`src/rtl/scan_chain_ctrl.sv`:
```
// Scan chain dump/restore sequencer: streams one DUT scan chain out as words
// (recirculating so the dump is non-destructive) or shifts host words back in.
module scan_chain_ctrl #(
    parameter int CHAIN_LEN = 24,
    parameter int WORD_W    = 16
) (
    input  logic              clk_i,
    input  logic              rst_ni,
    input  logic              cmd_valid_i,
    output logic              cmd_ready_o,
    input  logic              cmd_op_i,
    output logic              dut_en_o,
    output logic              scan_en_o,
    output logic              scan_in_o,
    input  logic              scan_out_i,
    output logic              rdata_valid_o,
    input  logic              rdata_ready_i,
    output logic [WORD_W-1:0] rdata_o,
    input  logic              wdata_valid_i,
    output logic              wdata_ready_o,
    input  logic [WORD_W-1:0] wdata_i,
    output logic              busy_o,
    output logic              done_o
);

    localparam int NWORDS    = (CHAIN_LEN + WORD_W - 1) / WORD_W;
    localparam int LAST_BITS = CHAIN_LEN - (NWORDS - 1) * WORD_W;
    localparam int CNT_W     = $clog2(WORD_W + 1);
    localparam int WCNT_W    = $clog2(NWORDS + 1);
    localparam int IDX_W     = (WORD_W > 1) ? $clog2(WORD_W) : 1;

    localparam logic [CNT_W-1:0]  FULL_M1   = CNT_W'(WORD_W - 1);
    localparam logic [CNT_W-1:0]  LAST_M1   = CNT_W'(LAST_BITS - 1);
    localparam logic [WCNT_W-1:0] LAST_WORD = WCNT_W'(NWORDS - 1);

    typedef enum logic [2:0] {
        ST_IDLE,
        ST_LOAD,
        ST_SHIFT,
        ST_EMIT,
        ST_DONE
    } state_t;

    state_t             state_reg, state_next;
    logic               op_reg, op_next;
    logic [WORD_W-1:0]  buf_reg, buf_next;
    logic [CNT_W-1:0]   bit_cnt_reg, bit_cnt_next;
    logic [WCNT_W-1:0]  word_cnt_reg, word_cnt_next;

    logic               last_word;
    logic               last_bit;
    logic [IDX_W-1:0]   bit_idx;

    always_ff @(posedge clk_i or negedge rst_ni) begin
        if (!rst_ni) begin
            state_reg    <= ST_IDLE;
            op_reg       <= 1'b0;
            buf_reg      <= '0;
            bit_cnt_reg  <= '0;
            word_cnt_reg <= '0;
        end else begin
            state_reg    <= state_next;
            op_reg       <= op_next;
            buf_reg      <= buf_next;
            bit_cnt_reg  <= bit_cnt_next;
            word_cnt_reg <= word_cnt_next;
        end
    end

    // The final word may be shorter than WORD_W, so the shift length depends on it
    assign last_word = (word_cnt_reg == LAST_WORD);
    assign last_bit  = last_word ? (bit_cnt_reg == LAST_M1) : (bit_cnt_reg == FULL_M1);
    assign bit_idx   = bit_cnt_reg[IDX_W-1:0];

    assign rdata_o = buf_reg;
    assign busy_o  = (state_reg != ST_IDLE);

    always_comb begin
        state_next    = state_reg;
        op_next       = op_reg;
        buf_next      = buf_reg;
        bit_cnt_next  = bit_cnt_reg;
        word_cnt_next = word_cnt_reg;
        cmd_ready_o   = 1'b0;
        dut_en_o      = 1'b0;
        scan_en_o     = 1'b0;
        scan_in_o     = 1'b0;
        rdata_valid_o = 1'b0;
        wdata_ready_o = 1'b0;
        done_o        = 1'b0;

        case (state_reg)
            ST_IDLE: begin
                cmd_ready_o = 1'b1;
                dut_en_o    = 1'b1;
                if (cmd_valid_i) begin
                    op_next       = cmd_op_i;
                    bit_cnt_next  = '0;
                    word_cnt_next = '0;
                    buf_next      = '0;
                    state_next    = cmd_op_i ? ST_LOAD : ST_SHIFT;
                end
            end
            ST_LOAD: begin
                wdata_ready_o = 1'b1;
                if (wdata_valid_i) begin
                    buf_next   = wdata_i;
                    state_next = ST_SHIFT;
                end
            end
            ST_SHIFT: begin
                scan_en_o = 1'b1;
                if (op_reg) begin
                    scan_in_o = buf_reg[bit_idx];
                end else begin
                    // Head bit goes straight back into the tail so the chain survives the dump
                    scan_in_o         = scan_out_i;
                    buf_next[bit_idx] = scan_out_i;
                end
                if (last_bit) begin
                    bit_cnt_next = '0;
                    if (!op_reg) begin
                        state_next = ST_EMIT;
                    end else if (last_word) begin
                        state_next = ST_DONE;
                    end else begin
                        word_cnt_next = word_cnt_reg + WCNT_W'(1);
                        state_next    = ST_LOAD;
                    end
                end else begin
                    bit_cnt_next = bit_cnt_reg + CNT_W'(1);
                end
            end
            ST_EMIT: begin
                rdata_valid_o = 1'b1;
                if (rdata_ready_i) begin
                    if (last_word) begin
                        state_next = ST_DONE;
                    end else begin
                        word_cnt_next = word_cnt_reg + WCNT_W'(1);
                        buf_next      = '0;
                        state_next    = ST_SHIFT;
                    end
                end
            end
            ST_DONE: begin
                done_o     = 1'b1;
                state_next = ST_IDLE;
            end
            default: begin
                state_next = ST_IDLE;
            end
        endcase
    end

endmodule
```
`config.mk`:
```
export PLATFORM = sky130hd
export DESIGN_NAME = scan_chain_ctrl
export DESIGN_NICKNAME = d
export VERILOG_FILES = /design/src/rtl/scan_chain_ctrl.sv
export SDC_FILE = /design/constraint.sdc
export NUM_CORES = 1
export LEC_CHECK = 0
export ABC_AREA = 1
export BUFFER_PORTS_ARGS = -buffer_cell sky130_fd_sc_hd__buf_2
export CAP_MARGIN = 20
export CORE_MARGIN = 4
export CORE_UTILIZATION = 49
export DETAILED_ROUTE_END_ITERATION = 6
export PLACE_DENSITY = 0.8
export SLEW_MARGIN = 10
export SYNTH_ARGS = -nofsm -noshare
export SYNTH_HDL_FRONTEND = slang
export SYNTH_SLANG_ARGS = --single-unit
```
`constraint.sdc`:
```
create_clock -name clk_i -period 1.65 [get_ports clk_i]
set_clock_uncertainty 0.2 [all_clocks]
set_input_delay 0.165 -clock clk_i [delete_from_list [all_inputs] [get_ports clk_i]]
set_output_delay 0.165 -clock clk_i [all_outputs]
set_load 0.03 [all_outputs]
```
==> flow_summary_export.csv, run 1 <==
group,metric,value,unit
logic_synthesis,synth_area_leaders,"dfrtp_1 (32%), nand2_1 (21%), nand3_1 (12%), inv_1 (7.4%), o21ai_0 (4.1%)",
timing,whs,-0.0103,ns
floorplan,dieArea,5380,sq um
floorplan,ios,47,
cells_and_area,diodes,0,
hold_path,hold_start,"wdata_i[9]",
clock_tree,clk_latency,0.31,ns
cells_and_area,nets,455,
detailed_routing,ant_nets,0,
status,violations,"hold timing, setup timing",
clock_tree,cts_made_buffers,3,
timing,slew_headroom,0.554,
grt,grtUsageTotal,0.260,
timing,timing.final.crit_share,1.27,
critical_path,worstSetupEndpointType,"primary output",
status,status,"complete, but fails checks",
critical_path,worstPathArrival,1.73,ns
timing,setup_violations,27,
timing,slew_violations,0,
placement,placed_cell_area,2590,sq um
detailed_routing,vias,2958,
logic_synthesis,ys.flop_type,"dfrtp_1",
cells_and_area,drive_gt1_frac,0.439,
power,leakagePower,1.78,nW
cells_and_area,n_fill_cell,213,
cells_and_area,area_growth_syn_to_layout,62.3,%
detailed_routing,drc_errors,0,
grt,grt_pass1_vias,2339,
power,total_power,7.34,mW
logic_synthesis,ys_ff_latch,27,
hold_path,hold_end,"rdata_o[9]",
timing,worst_slew_pin_slew,0.669,ns
detailed_routing,wl_per_cell,20.4,microns
clock_tree,cts.reportedPaths.clkPinSlew,0.12,ns
critical_path,slowest_delay,0.47,ns
timing,hold_viol_final,4,
placement,hpwl,4380,microns
critical_path,r2r-start,"bit_cnt_reg[0]",
cells_and_area,final_area,3390,sq um
power,ir_drop,0.00150,V
logic_synthesis,postSynthAreaPerCell,6.51,sq um
timing,period_needed,2.09,ns
critical_path,worstPathRequired,1.28,ns
power,power.density,2160,nW/um^2
floorplan,core_area,4060,sq um
critical_path,worst_r2r_path_depth,11,
clock_tree,clockBufferDepth,2,
critical_path,r2r_end,"state_reg[1]",
grt,grt_max_degree,28,
logic_synthesis,synth_common_cells,"nand2_1 (119), nand3_1 (52), inv_1 (41)",
clock_tree,htree_levels,1,
logic_synthesis,synth.distinct_cells,28,
critical_path,path_cells,"inv_4 > clkbuf_16 > nand2_4 > nand3_2 > nand2_1 > nand2_1 > nand2_1 > o21ai_2 > nand2_2 > buf_6",
timing,layout_setup_ws,-0.441,ns
detailed_routing,drt_pre_antenna_iters,7,
logic_synthesis,seq_area_frac_synth,0.323,
placement,globalplace.congestion,0.947,
placement,portBuffers,46,
hold_path,hold_path_depth,5,
detailed_routing,via_per_inst,6.21,
cells_and_area,fin_util,0.836,
floorplan,start_util,0.515,
detailed_routing,first_iter_violations,489,
logic_synthesis,synth_nets,349,
logic_synthesis,yosys.area.top_type,"dfrtp_1",
critical_path,crit_path_frequent_cell,"nand2_1",
logic_synthesis,synth_area,2090,sq um
critical_path,cpMaxStageDelayCell,"dfrtp_2",
critical_path,cp-start-kind,"register",
floorplan,num_rows,23,
grt,grt_pass1_wl,11000,microns
grt,gr-total-overflow,0,
timing,finalSetupTns,-5.26,ns
hold_path,hold_class,"in -> reg",
flow_run,drv_cap,0,
logic_synthesis,synth_edf_count,0,
logic_synthesis,synth_most_common_cell,"nand2_1",
floorplan,die_width,73.3,microns
clock_tree,cts_tree,"built",
clock_tree,cts_root_buf,"clkbuf_8",
logic_synthesis,async_reset_ff_frac,1.00,
floorplan,die_h,73.3,microns
clock_tree,clock_sinks,27,
detailed_routing,wl,9710,microns
logic_synthesis,yosysTopAreaCellShare,0.323,
timing,clock.fmax,478,MHz
critical_path,critical_path_class,"reg -> out",
cells_and_area,largest_reg_flops,16,
critical_path,rrSetupSlack,-0.32,ns
logic_synthesis,synthCells,321,
grt,antenna_found_initial,0,
timing,rsz0062_at_grt,"yes",
critical_path,cp_max_fo,5,
logic_synthesis,yosys_warnings,0,
==> layer usage <==
metal / up-vias / share of wire / global-route usage
met1: 1320 / 0.35 / 0.347
met3: 85 / 0.13 / 0.0451
met5: - / 0 / 0
met2: 315 / 0.46 / 0.428
li1: 1238 / - / -
met4: 0 / 0.060 / 0.0865
==> cells in the final DEF, fill, tap and decap left out, drive strengths merged <==
master / instances
dlygate4sd3: 5
o21ai: 21
buf: 99
nand2: 132
nand4: 1
nand3: 52
inv: 46
nor3: 1
xor2: 2
o22ai: 2
a21oi: 9
o32ai: 1
o211ai: 1
ha: 5
clkbuf: 6
nor2: 11
clkinv: 2
o21a: 3
dfrtp: 27
==> worst max-delay path, delay by kind of cell, from the launching register on <==
family,cells,cell delay [ns]
flops,1,0.47
buf+inv,3,0.40
simple gates,6,0.37
compound gates,1,0.17
==> metrics by stage <==
step	setup slack [ns]	hold slack, ns	std cells
2_1_floorplan	-0.0408	-0.331	321
3_3_place_gp	-0.00755	0.0146	437
3_5_place_dp	-0.0814	0.0210	437
4_1_cts	-0.248	0.000726	460
5_1_grt	-0.481	0.0240	476
6_report	-0.441	-0.0103	476
==> repair_timing <==
action                                  in CTS  in global routing
hold buffers                                 5                  0
buffers inserted                            12                 12
cloned                                       2                  5
pin swaps                                    5                 42
resized for setup                           22                 92
hold endpoints to repair                    30                  0
endpoints found under the setup margin      22                 32
==> how the worst max path moves through the flow <==
| stage | startpoint | end | slack, ns |
|---|---|---|---|
| after global placement | bit_cnt_reg[1] | word_cnt_reg[0] | -0.008 |
| after floorplan | bit_cnt_reg[0] | rdata_o[14] | -0.04 |
| after detailed placement | bit_cnt_reg[1] | word_cnt_reg[1] | -0.08 |
| final | bit_cnt_reg[0] | scan_in_o | -0.44 |
| after CTS | bit_cnt_reg[0] | scan_in_o | -0.25 |
| after global routing | bit_cnt_reg[0] | scan_in_o | -0.48 |
==> where the power goes <==
group / internal, mW / switching (mW)
clock: 0.175 / 0.262
combinational: 2.29 / 3.48
sequential: 0.879 / 0.247
==> kinds of logic (layout without fill, tap and decap cells) <==
| logic type | count (synthesis) | after routing | synth area share |
|---|---|---|---|
| buffers and inverters | 56 | 158 | 0.115 |
| adders and majority gates | 5 | 5 | 0.0299 |
| DFF | 27 | 27 | 0.323 |
| xor gates and xnor gates | 2 | 2 | 0.00838 |
| and+or+nand+nor | 194 | 197 | 0.424 |
| AOI/OAI and AO/OA | 37 | 37 | 0.0999 |
==> area by class of cell <==
cell class | count | area (sq um) | share of cell area
Clock buffer | 4 | 45.0 | 0.0133
Timing Repair Buffer | 106 | 878 | 0.259
Inverter | 46 | 205 | 0.0605
Multi-Input combinational cell | 241 | 1500 | 0.443
Sequential cell | 27 | 681 | 0.201
Timing Repair inverter | 2 | 17.5 | 0.00516
Tap cell | 50 | 62.6 | 0.0184
Power figures use the tool's default switching activity.
==> inputs of run 2 (changes only) <==
--- a/config.mk
+++ b/config.mk
@@ -8,6 +8,7 @@
 export ABC_AREA = 1
 export BUFFER_PORTS_ARGS = -buffer_cell sky130_fd_sc_hd__buf_2
 export CAP_MARGIN = 20
+export CORE_ASPECT_RATIO = 0.9
 export CORE_MARGIN = 4
 export CORE_UTILIZATION = 49
 export DETAILED_ROUTE_END_ITERATION = 6
==> run 2 against run 1 <==
The run still ends with hold timing, setup timing left. Routed wire length down 2.9%. Sequential cell count unchanged. Hold slack lost 0.0019 ns. Count of clock-buffer cells in the layout is the same. Final area decreased by 2.7%. Critical path depth did not move. Combinational power decreased by 3%. Via count increased by 0.88%. Sequential share of layout area up 0.48 points. Critical path type unchanged. Critical endpoint unchanged. Largest power group unchanged.
==> flow_summary_export.csv, run 2 (synthesis gave the netlist of run 1 again) <==
group,metric,value,unit
clock_tree,cts_made_buffers,3,
placement,portBuffers,46,
floorplan,start_util,0.510,
timing,period_needed,2.20,ns
clock_tree,clockBufferDepth,2,
cells_and_area,mostFrequentLayoutCell,"nand2_1",
grt,grt_pass1_vias,2393,
grt,gr-total-overflow,0,
critical_path,endpoint,"scan_in_o",
grt,grt_max_degree,28,
cells_and_area,n_fill_cell,230,
cells_and_area,diodes,0,
detailed_routing,drt_pre_antenna_iters,7,
timing,slew_violations,0,
hold_path,hold_class,"in -> reg",
critical_path,worstSetupEndpointType,"primary output",
placement,hpwl,4470,microns
floorplan,dieArea,5380,sq um
clock_tree,clock_sinks,27,
critical_path,cp-start-kind,"register",
power,total_power,7.16,mW
clock_tree,cts_tree,"built",
cells_and_area,multi_input_area,1480,sq um
grt,grtUsageTotal,0.258,
status,status,"complete, but fails checks",
critical_path,worstPathRequired,1.28,ns
critical_path,cpMaxStageDelayCell,"dfrtp_1",
timing,clock.fmax,454,MHz
timing,worst_slew_pin_slew,0.641,ns
placement,globalplace.congestion,0.932,
critical_path,rrSetupSlack,-0.33,ns
placement,placed_cell_area,2640,sq um
critical_path,r2r_end,"word_cnt_reg[1]",
cells_and_area,largest_reg_flops,16,
timing,layout_setup_ws,-0.553,ns
hold_path,hold_path_depth,5,
cells_and_area,register_area,678,sq um
clock_tree,htree_levels,1,
clock_tree,cts.reportedPaths.clkPinSlew,0.11,ns
timing,slew_headroom,0.573,
floorplan,ios,47,
detailed_routing,vias,2984,
detailed_routing,drc_errors,0,
grt,antenna_found_initial,0,
floorplan,die_h,70.0,microns
timing,whs,-0.0121,ns
detailed_routing,ant_nets,0,
floorplan,num_rows,22,
timing,hold_viol_final,3,
floorplan,core_area,4100,sq um
clock_tree,clk_latency,0.29,ns
cells_and_area,final_cell_mix,"nand2_1 (97), buf_4 (40), buf_2 (39)",
detailed_routing,first_iter_violations,589,
power,power.density,2170,nW/um^2
critical_path,path_cells,"inv_2 > clkbuf_16 > nand2_4 > nand3_2 > nand2_1 > nand2_1 > nand2_1 > o21ai_2 > nand2_2 > buf_6",
critical_path,critical_path_class,"reg -> out",
flow_run,drv_cap,0,
cells_and_area,drive_gt1_frac,0.440,
critical_path,slowest_delay,0.44,ns
critical_path,cp_max_fo,4,
detailed_routing,wl,9430,microns
grt,grt_pass1_wl,11300,microns
critical_path,worstPathArrival,1.84,ns
detailed_routing,wl_per_cell,20.0,microns
floorplan,die_width,76.9,microns
critical_path,startpoint,"bit_cnt_reg[0]",
power,leakagePower,1.73,nW
timing,rsz0062_at_grt,"yes",
clock_tree,cts_root_buf,"clkbuf_8",
cells_and_area,nets,452,
critical_path,r2r-start,"bit_cnt_reg[0]",
detailed_routing,via_per_inst,6.34,
cells_and_area,final_area,3300,sq um
timing,timing.final.crit_share,1.34,
status,violations,"hold timing, setup timing",
power,ir_drop,0.00133,V
timing,setup_violations,32,
cells_and_area,area_growth_syn_to_layout,57.9,%
critical_path,worst_r2r_path_depth,9,
critical_path,crit_path_frequent_cell,"nand2_1",
## run 2: power breakdown
part / switching, mW / internal (mW) / total (mW)
combinational: 3.42 / 2.20 / 5.62
sequential: 0.258 / 0.874 / 1.13
clock: 0.235 / 0.174 / 0.410
total: 3.91 / 3.25 / 7.16
## run 2: worst min-delay path by stage
stage,start,to,slack [ns]
after floorplan,rst_ni,bit_cnt_reg[0],-0.33
after global placement,rst_ni,rdata_o[9],0.01
after detailed placement,rst_ni,rdata_o[9],0.01
after CTS,wdata_i[6],rdata_o[6],0.008
after global routing,wdata_i[11],rdata_o[11],0.01
final,wdata_i[11],rdata_o[11],-0.01
## run 2: worst max-delay path: cells and delay by family, from the launching register on
family / cells / cell delay, ns
simple gates: 6 / 0.44
flops: 1 / 0.44
buf+inv: 3 / 0.45
compound gates: 1 / 0.20
## run 2: repair_timing
action / in CTS / in global routing
resized for setup: 29 / 84
pin swaps: 10 / 30
hold buffers: 4 / 0
endpoints found under the setup margin: 25 / 32
setup buffers: 11 / 9
cloned: 2 / 1
hold endpoints to repair: 29 / 0
## run 2: layout make-up
class	count	area share
inverter	46	0.0606
sequential	27	0.205
multi-input combinational	240	0.448
timing repair buffer	106	0.254
tap	48	0.0182
clock buffer	4	0.0136
## run 2: stage by stage
stage	utilization	setup WS (ns)	hold WS, ns	instances	TNS [ns]
after global placement	0.643	-0.0120	0.0100	442	-0.0243
after CTS	0.711	-0.253	0.00779	462	-0.822
after detailed placement	0.643	-0.0560	0.0125	442	-0.438
after global routing	0.805	-0.579	0.0130	471	-7.43
after floorplan	-	-0.0408	-0.331	321	-0.259
final	0.805	-0.553	-0.0121	471	-5.49
## run 2: layer usage
metal  global-route usage  vias up  wire length (microns)
li1                     -     1226                      -
met1                0.341     1342                   3390
met2                0.424      314                   4200
met3               0.0541      102                   1190
met4               0.0744        0                    652
met5                    0        -                      0
